### src/rtl/alu_share_arbiter_pkg.sv
// rtl/alu_share_arbiter_pkg.sv - ALU opcode and arbiter FSM state types shared by the ALU sharing block
package alu_share_arbiter_pkg;

    typedef enum logic [3:0] {
        ALU_ADD  = 4'd0,
        ALU_SUB  = 4'd1,
        ALU_SLL  = 4'd2,
        ALU_SLT  = 4'd3,
        ALU_SLTU = 4'd4,
        ALU_XOR  = 4'd5,
        ALU_SRL  = 4'd6,
        ALU_SRA  = 4'd7,
        ALU_OR   = 4'd8,
        ALU_AND  = 4'd9
    } alu_ops_t;

    typedef enum logic [1:0] {
        ARB_IDLE = 2'd0,
        ARB_EXEC = 2'd1,
        ARB_RESP = 2'd2
    } alu_arb_state_t;

endpackage

### src/rtl/alu_share_arbiter_if.sv
// rtl/alu_share_arbiter_if.sv - per-requester request/response handshake bundle for the shared ALU
interface alu_share_arbiter_if
    import alu_share_arbiter_pkg::*;
#(
    parameter int N_REQ = 2,
    parameter int XLEN  = 32
);
    logic     [N_REQ-1:0]           req_valid;
    logic     [N_REQ-1:0]           req_ready;
    alu_ops_t [N_REQ-1:0]           req_op;
    logic     [N_REQ-1:0][XLEN-1:0] req_a;
    logic     [N_REQ-1:0][XLEN-1:0] req_b;
    logic     [N_REQ-1:0]           resp_valid;
    logic     [N_REQ-1:0]           resp_ready;
    logic     [XLEN-1:0]            resp_result;
    logic                           resp_zero;

    modport master (
        output req_valid, req_op, req_a, req_b, resp_ready,
        input  req_ready, resp_valid, resp_result, resp_zero
    );

    modport slave (
        input  req_valid, req_op, req_a, req_b, resp_ready,
        output req_ready, resp_valid, resp_result, resp_zero
    );
endinterface

### src/rtl/rr_arbiter.sv
// rtl/rr_arbiter.sv - combinational round-robin picker: first set request at or above ptr, wrapping modulo N
module rr_arbiter #(
    parameter int N = 2,
    parameter int W = $clog2(N)
) (
    input  logic [N-1:0] i_req,
    input  logic [W-1:0] i_ptr,
    output logic [N-1:0] o_grant,
    output logic [W-1:0] o_grant_idx,
    output logic         o_any_grant
);
    logic [W:0] w_k;

    always_comb begin
        o_grant     = '0;
        o_grant_idx = '0;
        o_any_grant = 1'b0;
        w_k         = '0;
        for (int i = 0; i < N; i++) begin
            // Extra bit keeps ptr+i from overflowing before the modulo fold.
            w_k = {1'b0, i_ptr} + (W+1)'(i);
            if (w_k >= (W+1)'(N)) begin
                w_k = w_k - (W+1)'(N);
            end
            if (!o_any_grant && i_req[w_k[W-1:0]]) begin
                o_any_grant           = 1'b1;
                o_grant_idx           = w_k[W-1:0];
                o_grant[w_k[W-1:0]]   = 1'b1;
            end
        end
    end
endmodule

### src/rtl/alu_share_arbiter.sv
// rtl/alu_share_arbiter.sv - round-robin sharing of one combinational ALU, one operation in flight (IDLE/EXEC/RESP)
module alu_share_arbiter
    import alu_share_arbiter_pkg::*;
#(
    parameter int N_REQ = 2,
    parameter int XLEN  = 32
) (
    input  logic                clk,
    input  logic                rst,
    alu_share_arbiter_if.slave  bus,
    output alu_ops_t            alu_op,
    output logic [XLEN-1:0]     alu_a,
    output logic [XLEN-1:0]     alu_b,
    input  logic [XLEN-1:0]     alu_result,
    input  logic                alu_zero
);
    localparam int PW = $clog2(N_REQ);

    alu_arb_state_t  r_state;
    logic [PW-1:0]   r_rr_ptr;
    logic [PW-1:0]   r_owner;
    alu_ops_t        r_op;
    logic [XLEN-1:0] r_a;
    logic [XLEN-1:0] r_b;
    logic [XLEN-1:0] r_result;
    logic            r_zero;

    logic [N_REQ-1:0] w_grant;
    logic [PW-1:0]    w_grant_idx;
    logic             w_any_grant;
    logic             w_accept;

    rr_arbiter #(
        .N (N_REQ),
        .W (PW)
    ) u_rr_arbiter (
        .i_req       (bus.req_valid),
        .i_ptr       (r_rr_ptr),
        .o_grant     (w_grant),
        .o_grant_idx (w_grant_idx),
        .o_any_grant (w_any_grant)
    );

    assign w_accept        = (r_state == ARB_IDLE) && w_any_grant && !rst;
    assign bus.req_ready   = w_accept ? w_grant : '0;
    assign bus.resp_valid  = (r_state == ARB_RESP) ? (N_REQ'(1) << r_owner) : '0;
    assign bus.resp_result = r_result;
    assign bus.resp_zero   = r_zero;

    // The ALU always sees the issue registers, so its inputs only change on accept.
    assign alu_op = r_op;
    assign alu_a  = r_a;
    assign alu_b  = r_b;

    always_ff @(posedge clk) begin
        if (rst) begin
            r_state  <= ARB_IDLE;
            r_rr_ptr <= '0;
            r_owner  <= '0;
            r_op     <= ALU_ADD;
            r_a      <= '0;
            r_b      <= '0;
            r_result <= '0;
            r_zero   <= 1'b0;
        end else begin
            case (r_state)
                ARB_IDLE: begin
                    if (w_any_grant) begin
                        r_op     <= bus.req_op[w_grant_idx];
                        r_a      <= bus.req_a[w_grant_idx];
                        r_b      <= bus.req_b[w_grant_idx];
                        r_owner  <= w_grant_idx;
                        r_rr_ptr <= (w_grant_idx == PW'(N_REQ - 1)) ? '0 : w_grant_idx + PW'(1);
                        r_state  <= ARB_EXEC;
                    end
                end
                ARB_EXEC: begin
                    r_result <= alu_result;
                    r_zero   <= alu_zero;
                    r_state  <= ARB_RESP;
                end
                ARB_RESP: begin
                    if (bus.resp_ready[r_owner]) begin
                        r_state <= ARB_IDLE;
                    end
                end
                default: r_state <= ARB_IDLE;
            endcase
        end
    end
endmodule
### src/flat_wrapper.sv
// flat-port wrapper written by rule: the top's interface ports become plain ports
module alu_share_arbiter_flat import alu_share_arbiter_pkg::*;
#(
    parameter int N_REQ = 2,
    parameter int XLEN  = 32
)
  (clk, rst, alu_op, alu_a, alu_b, alu_result, alu_zero, bus_req_valid, bus_req_op, bus_req_a, bus_req_b, bus_resp_ready, bus_req_ready, bus_resp_valid, bus_resp_result, bus_resp_zero);
  alu_share_arbiter_if #(.N_REQ(N_REQ), .XLEN(XLEN)) bus_i ();
  input  logic clk;
  input  logic rst;
  output alu_ops_t alu_op;
  output logic [XLEN-1:0] alu_a;
  output logic [XLEN-1:0] alu_b;
  input  logic [XLEN-1:0] alu_result;
  input  logic alu_zero;
  input wire logic [$bits(bus_i.req_valid)-1:0] bus_req_valid;
  input wire logic [$bits(bus_i.req_op)-1:0] bus_req_op;
  input wire logic [$bits(bus_i.req_a)-1:0] bus_req_a;
  input wire logic [$bits(bus_i.req_b)-1:0] bus_req_b;
  input wire logic [$bits(bus_i.resp_ready)-1:0] bus_resp_ready;
  output wire logic [$bits(bus_i.req_ready)-1:0] bus_req_ready;
  output wire logic [$bits(bus_i.resp_valid)-1:0] bus_resp_valid;
  output wire logic [$bits(bus_i.resp_result)-1:0] bus_resp_result;
  output wire logic [$bits(bus_i.resp_zero)-1:0] bus_resp_zero;
  assign bus_i.req_valid = bus_req_valid;
  assign bus_i.req_op = bus_req_op;
  assign bus_i.req_a = bus_req_a;
  assign bus_i.req_b = bus_req_b;
  assign bus_i.resp_ready = bus_resp_ready;
  assign bus_req_ready = bus_i.req_ready;
  assign bus_resp_valid = bus_i.resp_valid;
  assign bus_resp_result = bus_i.resp_result;
  assign bus_resp_zero = bus_i.resp_zero;
  alu_share_arbiter #(.N_REQ(N_REQ), .XLEN(XLEN)) u_core (.clk(clk), .rst(rst), .bus(bus_i), .alu_op(alu_op), .alu_a(alu_a), .alu_b(alu_b), .alu_result(alu_result), .alu_zero(alu_zero));
endmodule
### config.mk
export PLATFORM = sky130hd
export DESIGN_NAME = alu_share_arbiter_flat
export DESIGN_NICKNAME = d
export VERILOG_FILES = /design/src/rtl/alu_share_arbiter_pkg.sv /design/src/rtl/alu_share_arbiter_if.sv /design/src/rtl/rr_arbiter.sv /design/src/rtl/alu_share_arbiter.sv /design/src/flat_wrapper.sv
export SDC_FILE = /design/constraint.sdc
export NUM_CORES = 1
export LEC_CHECK = 0
export ABC_AREA = 1
export CAP_MARGIN = 20
export CELL_PAD_IN_SITES_DETAIL_PLACEMENT = 0
export CELL_PAD_IN_SITES_GLOBAL_PLACEMENT = 1
export CORE_ASPECT_RATIO = 0.75
export CORE_MARGIN = 2
export CORE_UTILIZATION = 24
export DETAILED_ROUTE_END_ITERATION = 7
export HOLD_SLACK_MARGIN = 0.05
export MAX_ROUTING_LAYER = met4
export PLACE_DENSITY = 0.86
export SLEW_MARGIN = 30
export SYNTH_ARGS = -nofsm -noshare
export SYNTH_HDL_FRONTEND = slang
export SYNTH_HIERARCHICAL = 1
export SYNTH_SLANG_ARGS = --single-unit
### constraint.sdc
create_clock -name clk -period 1.4 [get_ports clk]
set_input_delay 0.21 -clock clk [delete_from_list [all_inputs] [get_ports clk]]
set_output_delay 0.21 -clock clk [all_outputs]
set_load 0.1 [all_outputs]
==> flow_summary.toml, run 1 <==
[routing]
wire_per_inst_um = 15.5
firstDrtPassIters = 4
wl_met3_um = 1480
m1WireLength_um = 8560
dr_total_vias = 5367
drc = 0
routed.top_layer = "met4"
met2WireLength_um = 8940
vias_per_cell = 4.35
drtIter0Drc = 227
routed_wl_um = 19100
drtAntennaViolNets = 0

[global_routing]
grt_pass1_wl_um = 26000
grt_overflow_total = 0
antenna_found_initial = 2
grt_pass1_vias = 4698
grt_max_degree = 41
grt_util_all_layers_pct = 17.5

[worst_setup_path]
crit_arrival_ns = 1.33
start_kind = "register"
r2r_end = "u_core/alu_b[5]$_SDFFE_PP0P_"
worstSetupPathType = "reg2out"
r2r_cells = 10
cp-end-kind = "output pin"
crit_required_ns = 1.19
reg2reg_from = "u_core/r_rr_ptr$_SDFFE_PP0P_"
regToRegSetupSlack_ns = -0.14
crit_fanout = 3

[sta]
fmaxAchievable_mhz = 649
rsz0062_at_grt = "true"
setup_viol = 72
layout_min_cycle_time_ns = 1.54
tightest_slew_ns = 0.502
slew_viol_final = 0
post-route-period-util_pct = 110
tns_ns = -7.34
skew_ns = 0.00691
slew_headroom_pct = 66.5
worst_slack_ns = -0.141
finalHoldViolCount = 0

[cts]
clk_pin_slew_worst_paths_ns = 0.07
cts_buffers = 9
clock_path_buffers = 2
clk-insertion-delay-late_ns = 0.34
hold_buffers = 0
cts_tree = "done"
cts_root_buffer = "clkbuf_16"
cts.htree.levels = 3
clock_sink_count = 105

[power]
power_mw = 11.5
vdd_drop_max_mv = 0.584
leakage_nw = 4.21
power.density_mw_per_mm2 = 1160

[final_layout]
layout-drive-gt1-share_pct = 29.8
nFillCells = 1680
multi_input_area_mm2 = 0.00261
layout.cells.non_filler = 1234
seq_area_mm2 = 0.00211
utilization_pct = 54.1
nNetsFinal = 1156
syn2layout_area_growth_pct = 122

[run]
maxCapViolations = 0

[placed_design]
dp.cells = 1192
dp_hpwl_um = 12300
place_ws_ns = -0.391
io_buffers = 279
gp_congestion = 0.764

[status]
violations = "negative setup slack"
status = "finished with violations"

[floorplanning]
die_h_um = 122
io_pins = 280
start_util_pct = 24.4
rows = 43
coreArea_mm2 = 0.0184
dieArea_mm2 = 0.0198
die_w_um = 162

[min_path]
hp-class = "in2reg"
min_path_cells = 4
holdPathEnd = "u_core/r_owner$_SDFFE_PP0P_"
min_from = "rst"

[logic_synthesis]
netlist_instances = 692
synth_sequential_area_ratio_pct = 46.8
yosysUniqueCellTypes = 15
syn_area_mm2 = 0.00449
synth_fp_nets = 867
synth_warnings = 6
ys_ff_latch = 105
synth.avg_cell_area_um2 = 6.49
[cells in the mapped netlist, drive strengths merged]
| cell type | instances | share of area [%] |
|---|---|---|
| inv | 10 | 0.84 |
| a21oi | 73 | 8.1 |
| nor3b | 2 | 0.33 |
| nor2 | 74 | 6.3 |
| clkbuf | 20 | 1.7 |
| nand3 | 2 | 0.33 |
| nand2 | 347 | 29 |
| buf | 26 | 3.0 |
| dfxtp | 105 | 47 |
| o21ai | 33 | 3.7 |
[area by class of cell]
cell class / count / area share, %
repair inverters: 1 / 0.113
clock buffers: 11 / 2.44
well taps: 247 / 3.10
repair buffers: 323 / 46.0
inverters: 10 / 0.553
clock inverters: 4 / 0.289
flip-flops and latches: 105 / 21.2
diodes: 2 / 0.0503
multi-input cells: 531 / 26.2
[critical path: stages, from the launching register on]
cell and delay, ns:
dfxtp_2 0.34, a21oi_1 0.19, nor3b_4 0.25, buf_12 0.20
[worst max path at each step]
stage / start / end / depth (start not counted)
2_1_floorplan: u_core/r_state[0]$_SDFFE_PP0P_ / bus_req_ready[0] / 4
3_3_place_gp: bus_req_valid[1] / u_core/alu_a[3]$_SDFFE_PP0P_ / 8
3_5_place_dp: bus_req_valid[1] / u_core/alu_a[3]$_SDFFE_PP0P_ / 8
4_1_cts: u_core/r_rr_ptr$_SDFFE_PP0P_ / bus_req_ready[0] / 3
5_1_grt: u_core/r_rr_ptr$_SDFFE_PP0P_ / bus_req_ready[1] / 4
6_report: u_core/r_rr_ptr$_SDFFE_PP0P_ / bus_req_ready[0] / 3
[placed cells by master (no fill, tap or decap), types with 2 or more instances in the layout]
cell type and count:
a21oi_1 52, a21oi_2 20, buf_12 116, buf_16 4
buf_4 14, buf_6 3, buf_8 2, clkbuf_16 19
clkdlybuf4s50_1 171, clkinvlp_4 2, dfxtp_1 101, dfxtp_2 3
diode_2 2, dlygate4sd2_1 2, inv_1 3, inv_2 4
inv_4 2, nand2_1 258, nand2_2 69, nand2_4 20
nor2_1 69, nor2_4 4, nor3b_4 2, o21ai_0 33
[through the flow]
| stage | hold WS [ns] | area [um^2] |
|---|---|---|
| after floorplan | 0.345 | 4550 |
| after global placement | 0.474 | 8760 |
| after detailed placement | 0.480 | 8760 |
| after CTS | 0.325 | 9250 |
| after global routing | 0.347 | 9960 |
| final | 0.327 | 9960 |
[state kept, by name, indices dropped and copies added, names as in the netlist]
name and count:
u_core/bus.resp_result 32, u_core/alu_op 4, u_core/r_state 2, u_core/bus.resp_zero 1, u_core/r_rr_ptr 1, u_core/r_owner 1, u_core/alu_b 32, u_core/alu_a 32
[what timing repair did]
action                     4_1_cts  5_1_grt
gates cloned                     4       12
pin swaps                        3       19
buffers inserted                 8        1
resized for setup               26      135
setup endpoints to repair       16       77
[cell families after synthesis]
kind of cell / share of synthesized area (%)
flip-flops: 46.8
AO/OA/AOI/OAI: 11.8
buffers and inverters: 5.46
AND/OR/NAND/NOR: 36.0
[routing by layer]
metal  vias up  global-route usage [%]
li1       2740                       -
met5         -                       -
met2       185                    26.8
met4         0                    3.15
met3        12                    6.39
met1      2430                    22.3
[power by group]
part | internal (mW) | total (mW) | switching (mW) | leakage, nW
clock | 1.25 | 2.39 | 1.13 | 0.128
combinational | 2.20 | 5.53 | 3.33 | 3.21
sequential | 3.29 | 3.60 | 0.306 | 0.866
Note: power is estimated with default switching activity, not from simulation.
==> run 2: changes to the inputs <==
--- a/config.mk
+++ b/config.mk
@@ -9,8 +9,7 @@
 export CAP_MARGIN = 20
 export CELL_PAD_IN_SITES_DETAIL_PLACEMENT = 0
 export CELL_PAD_IN_SITES_GLOBAL_PLACEMENT = 1
-export CORE_ASPECT_RATIO = 0.75
-export CORE_MARGIN = 2
+export CORE_MARGIN = 8
 export CORE_UTILIZATION = 24
 export DETAILED_ROUTE_END_ITERATION = 7
 export HOLD_SLACK_MARGIN = 0.05
==> run 2 against run 1 <==
Largest cell class unchanged. Critical path type unchanged. The run still ends with negative setup slack left. Non-clock buffer count down 8. Register-to-register slack better by 0.14 ns. Total power down 1.2%. Critical endpoint unchanged. Via count down 1.4%. Global-route usage down 1.9 points. Sequential power about the same. First-iteration DRC count up 2.2%. Sequential share of layout area up 1.1 points.
==> flow_summary.toml, run 2 (same netlist as run 1, synthesis figures left out) <==
[status]
status = "finished with violations"
violations = "negative setup slack"

[worst_setup_path]
crit_fanout = 4
r2r_cells = 8
crit_arrival_ns = 1.32
crit_chain = "inv_4 > nand3_4 > nor3b_4 > buf_12"
r2r_end = "u_core/alu_a[2]$_SDFFE_PP0P_"
regToRegSetupSlack_ns = 0
cpPeakStageDelay_ns = 0.36
crit_start = "u_core/r_state[1]$_SDFFE_PP0P_"
start_kind = "register"
crit_buf_inv = 2
worstSetupPathType = "reg2out"
crit_family = "flip-flops"
cp-end-kind = "output pin"
crit_cells = 4
crit_required_ns = 1.19
crit_end = "bus_req_ready[0]"
crit_slowest_cell = "dfxtp_4"
reg2reg_from = "u_core/r_rr_ptr$_SDFFE_PP0P_"

[floorplanning]
dieArea_mm2 = 0.0234
rows = 50
io_pins = 280
die_h_um = 153
start_util_pct = 24.3
coreArea_mm2 = 0.0185
die_w_um = 153

[cts]
cts_tree = "done"
clk-insertion-delay-late_ns = 0.35
cts.htree.levels = 3
clock_sink_count = 105
cts_root_buffer = "clkbuf_16"
clock_path_buffers = 2
cts_buffers = 9
hold_buffers = 0
clk_pin_slew_worst_paths_ns = 0.08

[global_routing]
grt_max_degree = 57
antenna_found_initial = 1
grt_util_all_layers_pct = 15.6
grt_pass1_vias = 4988
grt_pass1_wl_um = 28300
grt_overflow_total = 0

[final_layout]
syn2layout_area_growth_pct = 110
utilization_pct = 51.1
nNetsFinal = 1147
layout_commonest_cell = "nand2_1"
seq_area_mm2 = 0.00211
layout-drive-gt1-share_pct = 21.5
layout.cells.non_filler = 1212
multi_input_area_mm2 = 0.00233
nFillCells = 1779
layout_common_cells = "343 x nand2_1, 171 x clkdlybuf4s50_1, 115 x buf_12"
final_area_mm2 = 0.00946

[routing]
firstDrtPassIters = 4
routed_wl_um = 20100
drtIter0Drc = 232
drtAntennaViolNets = 0
vias_per_cell = 4.37
drc = 0
wire_per_inst_um = 16.6
dr_total_vias = 5292

[sta]
layout_min_cycle_time_ns = 1.53
setup_viol = 4
slew_headroom_pct = 74.7
tightest_slew_ns = 0.380
hold_ws_ns = 0.209
finalHoldViolCount = 0
tns_ns = -0.314
skew_ns = 0.00666
post-route-period-util_pct = 109
worst_slack_ns = -0.129
rsz0062_at_grt = "true"
fmaxAchievable_mhz = 654
slew_viol_final = 0

[min_path]
hp-class = "in2reg"

[power]
switchingPower_mw = 4.78
swShare_pct = 42.0
vdd_drop_max_mv = 0.607
power.density_mw_per_mm2 = 1200
leakage_nw = 4.04
seq_power_share_pct = 31.6
power_mw = 11.4
clock_power_share_pct = 22.0
intPower_mw = 6.59
combPwrFrac_pct = 46.5

[run]
maxCapViolations = 0

[placed_design]
io_buffers = 279
placed_area_mm2 = 0.00873
dp.cells = 1177
dp_hpwl_um = 13900
gp_congestion = 0.777
place_ws_ns = -0.386
[run 2: worst min-delay path by stage]
stage	start	cells past startpoint	endpoint
final	rst	2	u_core/r_rr_ptr$_SDFFE_PP0P_
after global routing	rst	2	u_core/r_rr_ptr$_SDFFE_PP0P_
after CTS	rst	2	u_core/r_rr_ptr$_SDFFE_PP0P_
after detailed placement	u_core/alu_b[10]$_SDFFE_PP0P_	2	u_core/alu_b[10]$_SDFFE_PP0P_
after global placement	u_core/alu_b[7]$_SDFFE_PP0P_	2	u_core/alu_b[7]$_SDFFE_PP0P_
after floorplan	alu_result[0]	2	u_core/bus.resp_result[0]$_SDFFE_PP0N_
[run 2: worst reg2reg max path, stage by stage, from the launching register on]
cell	delay, ns
dfxtp_2	0.34
inv_1	0.08
a21oi_4	0.26
buf_6	0.18
buf_12	0.14
nand2_1	0.07
nand2_2	0.08
nand2_1	0.06
a21oi_2	0.11
[run 2: power groups by stage]
stage	clock [mW]	combinational (mW)	sequential [mW]
6_report	2.50	5.28	3.59
5_1_grt	2.72	5.52	3.63
4_1_cts	2.60	5.08	3.59
3_5_place_dp	0	5.05	3.66
3_3_place_gp	0	5.02	3.65
2_1_floorplan	0	0.916	5.54
[run 2: repair_timing]
action	CTS	global route
cloned	0	11
endpoints found under the setup margin	5	58
endpoints found under the hold margin	0	0
resized for setup	12	40
pin swaps	3	0
setup buffers	4	4
[run 2: routing by layer]
metal / wire length [um] / GRT usage, % / part of all wire (%)
met5: 0 / - / 0
met4: 362 / 5.47 / 1.8
met3: 1180 / 4.45 / 5.9
met2: 9950 / 26.0 / 50
met1: 8560 / 17.7 / 43
[run 2: final cells by class]
type	instances	share of cell area (%)
tap	234	3.10
multi-input combinational	531	24.6
timing repair buffer	315	46.4
clock inverter	7	0.675
inverter	10	0.476
clock buffer	9	2.38
sequential	105	22.3
antenna	1	0.0265
